===== config.mk =====
export PLATFORM = sky130hd
export DESIGN_NAME = ps2_rx_fifo_flat
export DESIGN_NICKNAME = d
export VERILOG_FILES = /design/src/rtl/ps2_rx_fifo_if.sv /design/src/rtl/ps2_rx_fifo.sv /design/src/flat_wrapper.sv
export SDC_FILE = /design/constraint.sdc
export NUM_CORES = 1
export LEC_CHECK = 0
export ABC_CLOCK_PERIOD_IN_PS = 2400
export CORE_ASPECT_RATIO = 0.5
export CORE_UTILIZATION = 40
export DETAILED_ROUTE_END_ITERATION = 10
export GPL_ROUTABILITY_DRIVEN = 0
export SLEW_MARGIN = 10
export SYNTH_ARGS = -nofsm -noshare
export SYNTH_HDL_FRONTEND = slang
export SYNTH_SLANG_ARGS = --single-unit

===== constraint.sdc =====
create_clock -name clk -period 2.4 [get_ports clk]
set_input_delay 0.24 -clock clk [delete_from_list [all_inputs] [get_ports clk]]
set_output_delay 0.24 -clock clk [all_outputs]
set_load 0.02 [all_outputs]

===== src/rtl/ps2_rx_fifo_if.sv =====
// Key-event read port of the PS/2 receiver.
// The master side belongs to the receiver, and the slave side belongs to the consumer.
`timescale 1ns/1ps
interface ps2_rx_fifo_if #(
    parameter int FIFO_DEPTH = 8
);
    localparam int CW = $clog2(FIFO_DEPTH) + 1;

    logic          rd_en;
    logic          valid;
    logic [7:0]    code;
    logic          extended;
    logic          released;
    logic [CW-1:0] count;
    logic          overflow;
    logic          frame_err;

    modport master (
        input  rd_en,
        output valid, code, extended, released,
        output count, overflow, frame_err
    );

    modport slave (
        output rd_en,
        input  valid, code, extended, released,
        input  count, overflow, frame_err
    );
endinterface


===== src/rtl/ps2_rx_fifo.sv =====
// PS/2 keyboard receiver: it synchronises and filters the pins, decodes frames,
// folds E0/F0 prefixes into the key event, and buffers events in a FWFT FIFO.
`timescale 1ns/1ps
module ps2_rx_fifo #(
    parameter int SYNC_STAGES    = 2,
    parameter int FILTER_LEN     = 4,
    parameter int TIMEOUT_CYCLES = 50000,
    parameter int FIFO_DEPTH     = 8,
    parameter int PARITY_CHECK   = 1
) (
    input  logic clk,
    input  logic rst,
    input  logic kb_clk,
    input  logic data,
    ps2_rx_fifo_if.master evt
);
    localparam int AW = $clog2(FIFO_DEPTH);
    localparam int CW = AW + 1;
    localparam int FW = $clog2(FILTER_LEN + 1);
    localparam int TW = $clog2(TIMEOUT_CYCLES + 1);

    typedef enum logic [1:0] {
        S_IDLE,
        S_DATA,
        S_PARITY,
        S_STOP
    } state_t;

    logic [SYNC_STAGES-1:0] kc_sync;
    logic [SYNC_STAGES-1:0] d_sync;
    logic                   kc_s;
    logic                   d_s;
    logic                   kc_filt;
    logic                   kc_prev;
    logic [FW-1:0]          flt_cnt;
    logic                   fall;

    always_ff @(posedge clk) begin
        if (rst) begin
            kc_sync <= '1;
            d_sync  <= '1;
        end else begin
            kc_sync <= {kc_sync[SYNC_STAGES-2:0], kb_clk};
            d_sync  <= {d_sync[SYNC_STAGES-2:0], data};
        end
    end

    assign kc_s = kc_sync[SYNC_STAGES-1];
    assign d_s  = d_sync[SYNC_STAGES-1];

    // The filtered clock moves only after FILTER_LEN samples in a row that disagree with it.
    always_ff @(posedge clk) begin
        if (rst) begin
            kc_filt <= 1'b1;
            kc_prev <= 1'b1;
            flt_cnt <= '0;
        end else begin
            kc_prev <= kc_filt;
            if (kc_s == kc_filt) begin
                flt_cnt <= '0;
            end else if (flt_cnt == FW'(FILTER_LEN - 1)) begin
                kc_filt <= kc_s;
                flt_cnt <= '0;
            end else begin
                flt_cnt <= flt_cnt + FW'(1);
            end
        end
    end

    assign fall = kc_prev & ~kc_filt;

    state_t        st;
    state_t        st_n;
    logic [2:0]    bit_cnt;
    logic [2:0]    bit_cnt_n;
    logic [7:0]    shreg;
    logic [7:0]    shreg_n;
    logic          par_ok;
    logic          par_ok_n;
    logic          good_n;
    logic          good_q;
    logic          err_n;
    logic          err_q;
    logic [TW-1:0] tmo;
    logic          tmo_hit;

    assign tmo_hit = (st != S_IDLE) && !fall &&
                     (tmo == TW'(TIMEOUT_CYCLES - 1));

    always_comb begin
        st_n      = st;
        bit_cnt_n = bit_cnt;
        shreg_n   = shreg;
        par_ok_n  = par_ok;
        good_n    = 1'b0;
        err_n     = 1'b0;
        if (tmo_hit) begin
            st_n  = S_IDLE;
            err_n = 1'b1;
        end else if (fall) begin
            unique case (st)
                S_IDLE: begin
                    if (!d_s) begin
                        st_n      = S_DATA;
                        bit_cnt_n = 3'd0;
                    end
                end
                S_DATA: begin
                    shreg_n[bit_cnt] = d_s;
                    bit_cnt_n        = bit_cnt + 3'd1;
                    if (bit_cnt == 3'd7) st_n = S_PARITY;
                end
                S_PARITY: begin
                    par_ok_n = (^{shreg, d_s}) | (PARITY_CHECK == 0);
                    st_n     = S_STOP;
                end
                S_STOP: begin
                    st_n = S_IDLE;
                    if (d_s && par_ok) good_n = 1'b1;
                    else err_n = 1'b1;
                end
                default: st_n = S_IDLE;
            endcase
        end
    end

    always_ff @(posedge clk) begin
        if (rst) begin
            st      <= S_IDLE;
            bit_cnt <= '0;
            shreg   <= '0;
            par_ok  <= 1'b0;
            good_q  <= 1'b0;
            err_q   <= 1'b0;
            tmo     <= '0;
        end else begin
            st      <= st_n;
            bit_cnt <= bit_cnt_n;
            shreg   <= shreg_n;
            par_ok  <= par_ok_n;
            good_q  <= good_n;
            err_q   <= err_n;
            tmo     <= (st == S_IDLE || fall) ? '0 : tmo + TW'(1);
        end
    end

    logic ext;
    logic brk;
    logic is_e0;
    logic is_f0;
    logic push;

    assign is_e0 = (shreg == 8'hE0);
    assign is_f0 = (shreg == 8'hF0);
    assign push  = good_q && !is_e0 && !is_f0;

    always_ff @(posedge clk) begin
        if (rst) begin
            ext <= 1'b0;
            brk <= 1'b0;
        end else if (err_q) begin
            ext <= 1'b0;
            brk <= 1'b0;
        end else if (good_q) begin
            if (is_e0) begin
                ext <= 1'b1;
            end else if (is_f0) begin
                brk <= 1'b1;
            end else begin
                ext <= 1'b0;
                brk <= 1'b0;
            end
        end
    end

    logic [9:0]    mem [FIFO_DEPTH];
    logic [AW-1:0] wp;
    logic [AW-1:0] rp;
    logic [CW-1:0] cnt;
    logic          ovf;
    logic          empty;
    logic          full;
    logic          pop;
    logic          wr;

    assign empty = (cnt == '0);
    assign full  = (cnt == CW'(FIFO_DEPTH));
    assign pop   = evt.rd_en && !empty;
    // When the FIFO is full, a simultaneous pop makes room for the push.
    assign wr    = push && (!full || pop);

    always_ff @(posedge clk) begin
        if (wr) mem[wp] <= {ext, brk, shreg};
    end

    always_ff @(posedge clk) begin
        if (rst) begin
            wp  <= '0;
            rp  <= '0;
            cnt <= '0;
            ovf <= 1'b0;
        end else begin
            if (wr)  wp <= wp + AW'(1);
            if (pop) rp <= rp + AW'(1);
            if (wr && !pop) cnt <= cnt + CW'(1);
            else if (pop && !wr) cnt <= cnt - CW'(1);
            if (push && full && !pop) ovf <= 1'b1;
        end
    end

    assign evt.valid     = !empty;
    assign evt.code      = empty ? 8'h00 : mem[rp][7:0];
    assign evt.released  = empty ? 1'b0 : mem[rp][8];
    assign evt.extended  = empty ? 1'b0 : mem[rp][9];
    assign evt.count     = cnt;
    assign evt.overflow  = ovf;
    assign evt.frame_err = err_q;
endmodule


===== src/flat_wrapper.sv =====
// flat-port wrapper written by rule: the top's interface ports become plain ports
module ps2_rx_fifo_flat 
#(
    parameter int SYNC_STAGES    = 2,
    parameter int FILTER_LEN     = 4,
    parameter int TIMEOUT_CYCLES = 50000,
    parameter int FIFO_DEPTH     = 8,
    parameter int PARITY_CHECK   = 1
)
  (clk, rst, kb_clk, data, evt_rd_en, evt_valid, evt_code, evt_extended, evt_released, evt_count, evt_overflow, evt_frame_err);
  ps2_rx_fifo_if #(.FIFO_DEPTH(FIFO_DEPTH)) evt_i ();
  input  logic clk;
  input  logic rst;
  input  logic kb_clk;
  input  logic data;
  input wire logic [$bits(evt_i.rd_en)-1:0] evt_rd_en;
  output wire logic [$bits(evt_i.valid)-1:0] evt_valid;
  output wire logic [$bits(evt_i.code)-1:0] evt_code;
  output wire logic [$bits(evt_i.extended)-1:0] evt_extended;
  output wire logic [$bits(evt_i.released)-1:0] evt_released;
  output wire logic [$bits(evt_i.count)-1:0] evt_count;
  output wire logic [$bits(evt_i.overflow)-1:0] evt_overflow;
  output wire logic [$bits(evt_i.frame_err)-1:0] evt_frame_err;
  assign evt_i.rd_en = evt_rd_en;
  assign evt_valid = evt_i.valid;
  assign evt_code = evt_i.code;
  assign evt_extended = evt_i.extended;
  assign evt_released = evt_i.released;
  assign evt_count = evt_i.count;
  assign evt_overflow = evt_i.overflow;
  assign evt_frame_err = evt_i.frame_err;
  ps2_rx_fifo #(.SYNC_STAGES(SYNC_STAGES), .FILTER_LEN(FILTER_LEN), .TIMEOUT_CYCLES(TIMEOUT_CYCLES), .FIFO_DEPTH(FIFO_DEPTH), .PARITY_CHECK(PARITY_CHECK)) u_core (.clk(clk), .rst(rst), .kb_clk(kb_clk), .data(data), .evt(evt_i));
endmodule

==> metrics.md, run 1 <==
| Metric | Value |
|---|---|
| Status | completed |
| Max FO, Critical Path | 3 |
| Total Die Area | 0.0145 mm² |
| Max rail drop VDD | 0.000379 V |
| R2r endpoint | u_core.evt.count[3] |
| HP Class | in2reg |
| Final min period | 2290 ps |
| Synth Instances | 411 |
| Avg Inst Size Synth | 13.7 µm² |
| Switching pwr | 0.00167 W |
| Filler Cell Count | 1144 |
| Total wire length | 10300 µm |
| Crit path DAT | 2630 ps |
| Reg power frac | 0.411 |
| Switch share | 0.270 |
| CTS tree | built |
| Least-Margin Pin Slew | 564 ps |
| Share of cells above drive strength 1 | 0.235 |
| Iter 0 DRT Violations | 189 |
| Pins over their slew limit | 0 |
| Worst Path Required | 2750 ps |
| Total Power | 0.00618 W |
| Post-synth EDFFs | 80 |
| Crit path from | u_core.shreg[2] |
| Number of global-route vias before repair | 3179 |
| Post-synthesis sequential area ratio | 0.631 |
| Post-DP Area | 0.00628 mm² |
| Detailed-route via count | 3215 |
| Worst clock skew | 10.6 ps |
| Fmax | 437 MHz |
| Yosys cell types | 48 |
| Final Cell Area | 0.00692 mm² |
| R2R Path Start | u_core.shreg[2] |
| DRC Markers | 0 |
| Critical path launch point type | flip-flop |
| Crit path capture type | flip-flop |
| HP Start | data |
| Main synth FF type | edfxtp_1 |
| Final setup fails | 0 |
| MaxCap Viol Count | 0 |
| Initial Util | 0.412 |
| Die width | 170 µm |
| First drt pass iteration count | 4 |
| Grt total ovfl | 0 |
| Num ports | 22 |
| Mapped Nets | 431 |
| Area Overhead vs Synth | 23.1% |
| Yosys warnings | 0 |
| WL per Instance | 15.3 µm |
| Post-DR vias/cell | 4.78 |
| Worst-skew pair later-pin latency | 420 ps |
| Clk slew on worst S/H paths | 60 ps |
| Hold EP | u_core.d_sync[0] |
| Clock buffer depth | 2 |
| Nets | 487 |
| #FFs+latches synth | 137 |
| Fin crit share | 0.954 |
| Core Region | 0.0136 mm² |
| Non-filler cells, final | 672 |
| Logic pwr share | 0.168 |
| Antenna violations before repair | 0 |
| Setup CP Type | reg2reg |
| CTS H-tree lvls | 4 |
| Row count | 30 |
| Slew headroom | 0.624 |
| R2R depth | 11 |
| Worst reg2reg setup slack | 110 ps |
| CTS root buffer | clkbuf_16 |
| Asr flop ratio synth | 0 |
| Final hold vios | 0 |
| Port Buffer Count | 21 |
| Synth Cell Area | 0.00562 mm² |
| First-pass GRT wire length | 17000 µm |
| Clock buffer count from CTS | 17 |
| ANT cells | 0 |
| Cell count after placement | 637 |
| Hold depth | 2 |
| Unrepaired setup endpoints after global routing | no |
| Overall die height | 85.8 µm |
| Clock power share | 0.421 |
| P_leak | 2.43 nW |
| DPL Wire Length | 6510 µm |
| Antenna-violating nets left | 0 |
| Largest net degree at the start of global routing | 35 |
| TritonCTS Sinks | 137 |
| Global Route Usage Sum | 0.159 |
| Int Pwr | 0.00451 W |
| Hold buffer count at cts | 0 |
| P per Cell Area | 894 mW/mm² |
worst max-delay path by stage:
stage                               end  slack [ps]  depth (start not counted)
finish              u_core.evt.count[3]         110                         11
detailed placement  u_core.evt.count[3]         -30                         11
global placement    u_core.evt.count[3]           4                         11
floorplan           u_core.evt.count[3]           8                         11
CTS                         evt_code[4]           9                          5
global route        u_core.evt.count[3]           2                         11
worst max-delay path, cell delays in order (launching register included):
cell,delay [ps]
dfxtp_4,340
and4bb_2,250
a31oi_4,170
and2_4,180
ha_4,130
inv_2,50
ha_1,270
a21o_1,190
a21oi_2,130
xnor2_1,80
or3_1,310
a21oi_1,130
cells in the final DEF (no fill, tap or decap), types with 4 or more instances in the layout:
cell / Yosys / routed
nor2_1: 57 / 57
clkbuf_16: 0 / 17
mux4_2: 20 / 20
nand3_1: 8 / 8
xor2_1: 14 / 14
nand4_1: 5 / 5
nand3b_1: 4 / 4
nand2_1: 17 / 17
clkdlybuf4s50_1: 0 / 11
xnor2_1: 11 / 11
or3_1: 6 / 6
or2_2: 5 / 5
nor3_1: 8 / 8
o21ai_0: 6 / 6
ha_1: 14 / 13
buf_4: 1 / 32
mux2i_1: 22 / 22
inv_8: 0 / 5
edfxtp_1: 80 / 80
dfxtp_1: 57 / 52
dlygate4sd2_1: 0 / 5
nor3b_1: 4 / 4
inv_1: 12 / 11
a21oi_1: 13 / 12
Yosys cell counts, types with 11 or more instances:
| cell type | count | area share |
|---|---|---|
| nor2_1 | 57 | 0.038 |
| ha_1 | 14 | 0.031 |
| xnor2_1 | 11 | 0.017 |
| xor2_1 | 14 | 0.022 |
| inv_1 | 12 | 0.0080 |
| nand2_1 | 17 | 0.011 |
| edfxtp_1 | 80 | 0.43 |
| dfxtp_1 | 57 | 0.20 |
| a21oi_1 | 13 | 0.012 |
| mux2i_1 | 22 | 0.039 |
| clkbuf_1 | 12 | 0.0080 |
| mux4_2 | 20 | 0.080 |
cell families (layout without fill, tap and decap cells):
group / after synthesis / count (layout) / synth area share
DFF: 137 / 137 / 0.631
and+or+nand+nor: 133 / 133 / 0.119
AOI/OAI and AO/OA: 27 / 27 / 0.0305
adders and majority gates: 15 / 15 / 0.0348
buffers and inverters: 31 / 100 / 0.0225
xor gates and xnor gates: 26 / 26 / 0.0430
muxes: 42 / 42 / 0.119
metal layers:
layer  vias to the layer above  wire, µm  track usage
li1                       1618         -            -
met1                      1529      5020        0.218
met2                        60      4690        0.243
met3                         8       459       0.0480
met4                         0        97       0.0541
met5                         -         0            0
power by group through the flow:
| stage | sequential, W | clock (W) | combinational, W |
|---|---|---|---|
| after global routing | 0.00255 | 0.00278 | 0.00113 |
| after CTS | 0.00254 | 0.00266 | 0.00104 |
| after global placement | 0.00258 | 0 | 0.00104 |
| final | 0.00254 | 0.00260 | 0.00104 |
| after detailed placement | 0.00258 | 0 | 0.00105 |
| after floorplan | 0.00260 | 0 | 0.000605 |
sequential cells by signal, summed over array words and instances, names as in the netlist, 2 cells and up, named ones only:
register and cells:
u_core.evt.count 4, u_core.d_sync 2, u_core.tmo 16, u_core.shreg 8, u_core.kc_sync 2, u_core.rp 3
u_core.mem 80, u_core.wp 3, u_core.flt_cnt 3, u_core.st 2, u_core.bit_cnt 3
repair_timing:
item                                    4_1_cts  5_1_grt
resized for setup                            14        9
endpoints found under the setup margin       10        6
cloned                                        1        0
pin swaps                                     0        3
setup buffers                                 0        2
stage by stage:
stage                     worst slack (ps)   util  setup TNS (ps)  hold slack, ps
after floorplan                       7.65      -               0             344
after global placement                3.92  0.461               0             400
after detailed placement             -32.9  0.461           -32.9             402
after CTS                             8.50  0.507               0             386
after global routing                  1.55  0.508               0             401
final                                  111  0.508               0             395
area by class of cell:
type / count / area [µm²] / share of cell area
multi-input combinational: 243 / 1970 / 0.285
timing repair buffer: 56 / 498 / 0.0720
clock buffer: 17 / 425 / 0.0615
tap: 192 / 240 / 0.0347
sequential: 137 / 3560 / 0.514
inverter: 12 / 45.0 / 0.00651
clock inverter: 15 / 179 / 0.0259
Note: power is estimated with default switching activity, not from simulation.
==> run 2, diff against run 1 <==
--- a/config.mk
+++ b/config.mk
@@ -6,10 +6,11 @@
 export NUM_CORES = 1
 export LEC_CHECK = 0
 export ABC_CLOCK_PERIOD_IN_PS = 2400
-export CORE_ASPECT_RATIO = 0.5
+export CORE_ASPECT_RATIO = 1.25
 export CORE_UTILIZATION = 40
 export DETAILED_ROUTE_END_ITERATION = 10
 export GPL_ROUTABILITY_DRIVEN = 0
+export SETUP_SLACK_MARGIN = 0.1
 export SLEW_MARGIN = 10
 export SYNTH_ARGS = -nofsm -noshare
 export SYNTH_HDL_FRONTEND = slang
==> metrics.md, run 2 (same netlist as run 1, synthesis figures left out) <==
| Metric | Value |
|---|---|
| Row count | 48 |
| Largest net degree at the start of global routing | 35 |
| Worst Path Buf+Inv | 2 |
| MaxCap Viol Count | 0 |
| Crit path max-delay family | multiplexers |
| Worst reg2reg setup slack | 180 ps |
| Slowest library cell on the worst path | mux4_2 |
| Max reg flops | 80 |
| Antenna-violating nets left | 0 |
| Final min period | 2220 ps |
| Crit path capture type | output pin |
| HP Class | in2reg |
| Switching pwr | 0.00153 W |
| Most common cell after layout, fill and taps aside | edfxtp_1 |
| Global Route Usage Sum | 0.156 |
| Max rail drop VDD | 0.000533 V |
| Status | completed |
| CTS root buffer | clkbuf_16 |
| Clock buffer count from CTS | 17 |
| Detailed-route via count | 3238 |
| Hold EP | u_core.kc_sync[0] |
| Critical path launch point type | flip-flop |
| Final hold vios | 0 |
| First drt pass iteration count | 4 |
| R2r endpoint | u_core.evt.count[3] |
| Post-CTS setup buffer count | 0 |
| TritonCTS Sinks | 137 |
| Fin crit share | 0.926 |
| P_leak | 2.38 nW |
| DPL Wire Length | 6560 µm |
| Least-Margin Pin Slew | 533 ps |
| R2R depth | 11 |
| Crit path cell chain | buf_16, mux4_2, mux2i_1, nor2_1, dlygate4sd2_1 |
| P per Cell Area | 898 mW/mm² |
| Int Pwr | 0.00464 W |
| Crit path DAT | 1980 ps |
| Nets | 481 |
| First-pass GRT wire length | 17000 µm |
| Antenna violations before repair | 0 |
| Place WS | -43.5 ps |
| Clock buffer depth | 2 |
| Hold depth | 2 |
| Overall die height | 134 µm |
| Multi-input gate area | 0.00201 mm² |
| Largest register by flop count | u_core.mem |
| Port Buffer Count | 21 |
| WL per Instance | 15.9 µm |
| Slowest cell delay on critical path | 510 ps |
| Pins over their slew limit | 0 |
| ANT cells | 0 |
| Filler Cell Count | 1194 |
| Commonest non-fill, non-tap cells in the layout | edfxtp_1, nor2_1, dfxtp_1, buf_4, mux2i_1 |
| HP Start | kb_clk |
| Final setup fails | 0 |
| Total Power | 0.00617 W |
| Total Die Area | 0.0145 mm² |
| Post-DR vias/cell | 4.99 |
| Seq. cell area | 0.00356 mm² |
| Max FO, Critical Path | 10 |
| CTS tree | built |
| Iter 0 DRT Violations | 148 |
| Worst clock skew | 10.9 ps |
| DRC Markers | 0 |
| Die width | 108 µm |
| R2R Path Start | u_core.shreg[2] |
| Share of cells above drive strength 1 | 0.234 |
| Clk slew on worst S/H paths | 60 ps |
| Number of global-route vias before repair | 3424 |
| Largest registers | u_core.mem: 80 flops, u_core.tmo: 16 flops, u_core.shreg: 8 flops |
| CTS H-tree lvls | 4 |
| Total wire length | 10300 µm |
| Switch share | 0.248 |
| Grt total ovfl | 0 |
| Clock power share | 0.423 |
| Fmax | 450 MHz |
| Unrepaired setup endpoints after global routing | yes |
| Worst-skew pair later-pin latency | 410 ps |
| Worst Path Required | 2160 ps |
| Slew headroom | 0.645 |
| Logic pwr share | 0.164 |
| Setup CP Type | reg2out |
| Initial Util | 0.408 |
| Core Region | 0.0138 mm² |
| Num ports | 22 |
| Worst setup margin | 178 ps |
| Area Overhead vs Synth | 22.5% |
| Reg power frac | 0.413 |
-- run 2: cell types whose count changed in the layout (fill, tap and decap cells not counted), moves of 2 or more --
cell / before / now
clkinv_8: 2 / 0
dlygate4sd2_1: 5 / 1
nor3b_1: 4 / 2
buf_4: 32 / 27
bufinv_16: 1 / 3
clkdlybuf4s15_1: 1 / 5
nor3b_2: 1 / 3
inv_8: 5 / 0
clkinvlp_4: 1 / 3
-- run 2: worst max-delay path by stage --
stage	start	end	slack [ps]	cells after the start
after detailed placement	evt_rd_en	u_core.evt.count[3]	-40	11
after CTS	flip-flop	evt_code[6]	110	5
after global placement	evt_rd_en	u_core.evt.count[3]	6	11
after global routing	u_core.shreg[2]	u_core.evt.count[3]	60	11
final	flip-flop	evt_released	180	5
after floorplan	u_core.shreg[2]	u_core.evt.count[3]	30	12
-- run 2: metrics by stage --
step | std cells | cell area [µm²] | setup TNS (ps) | hold slack, ps | util
finish | 649 | 6880 | 0 | 398 | 0.500
global route | 649 | 6880 | 0 | 395 | 0.500
CTS | 649 | 6860 | 0 | 385 | 0.499
detailed placement | 616 | 6230 | -43.5 | 394 | 0.453
global placement | 616 | 6230 | 0 | 396 | 0.453
floorplan | 411 | 5660 | 0 | 344 | -
-- run 2: power by group through the flow --
stage	clock (W)	combinational, W	sequential (W)
5_1_grt	0.00276	0.00111	0.00255
4_1_cts	0.00265	0.00102	0.00255
3_3_place_gp	0	0.00102	0.00257
2_1_floorplan	0	0.000608	0.00260
6_report	0.00261	0.00102	0.00255
3_5_place_dp	0	0.00103	0.00258
-- run 2: layer usage --
layer	GRT usage	share of wire	wire length, µm	vias to the layer above
met3	0.0376	0.021	213	6
met5	0	0	0	-
met1	0.183	0.44	4490	1603
met4	0.0457	0.0090	93	0
li1	-	-	-	1598
met2	0.278	0.53	5490	31
-- run 2: timing repair --
item	CTS	global route
pin swaps	6	0
hold buffers	0	0
cloned	1	0
setup endpoints to repair	11	9
resized for setup	18	14
-- run 2: worst reg2reg max path, cell delays in order, from the launching register on --
cell      delay (ps)
dfxtp_4          340
and4bb_2         310
a31oi_4           90
and2_4           180
ha_4             170
inv_4             70
ha_4             190
a21o_1           160
a21oi_2          130
xnor2_1           90
or3_1            320
a21oi_2          110
-- run 2: area by class of cell --
cell class,instances,area share
Clock buffer,18,0.0624
Clock inverter,14,0.0247
Multi-Input combinational cell,243,0.292
Inverter,12,0.00691
Sequential cell,137,0.517
Timing Repair Buffer,50,0.0648
Tap cell,175,0.0318
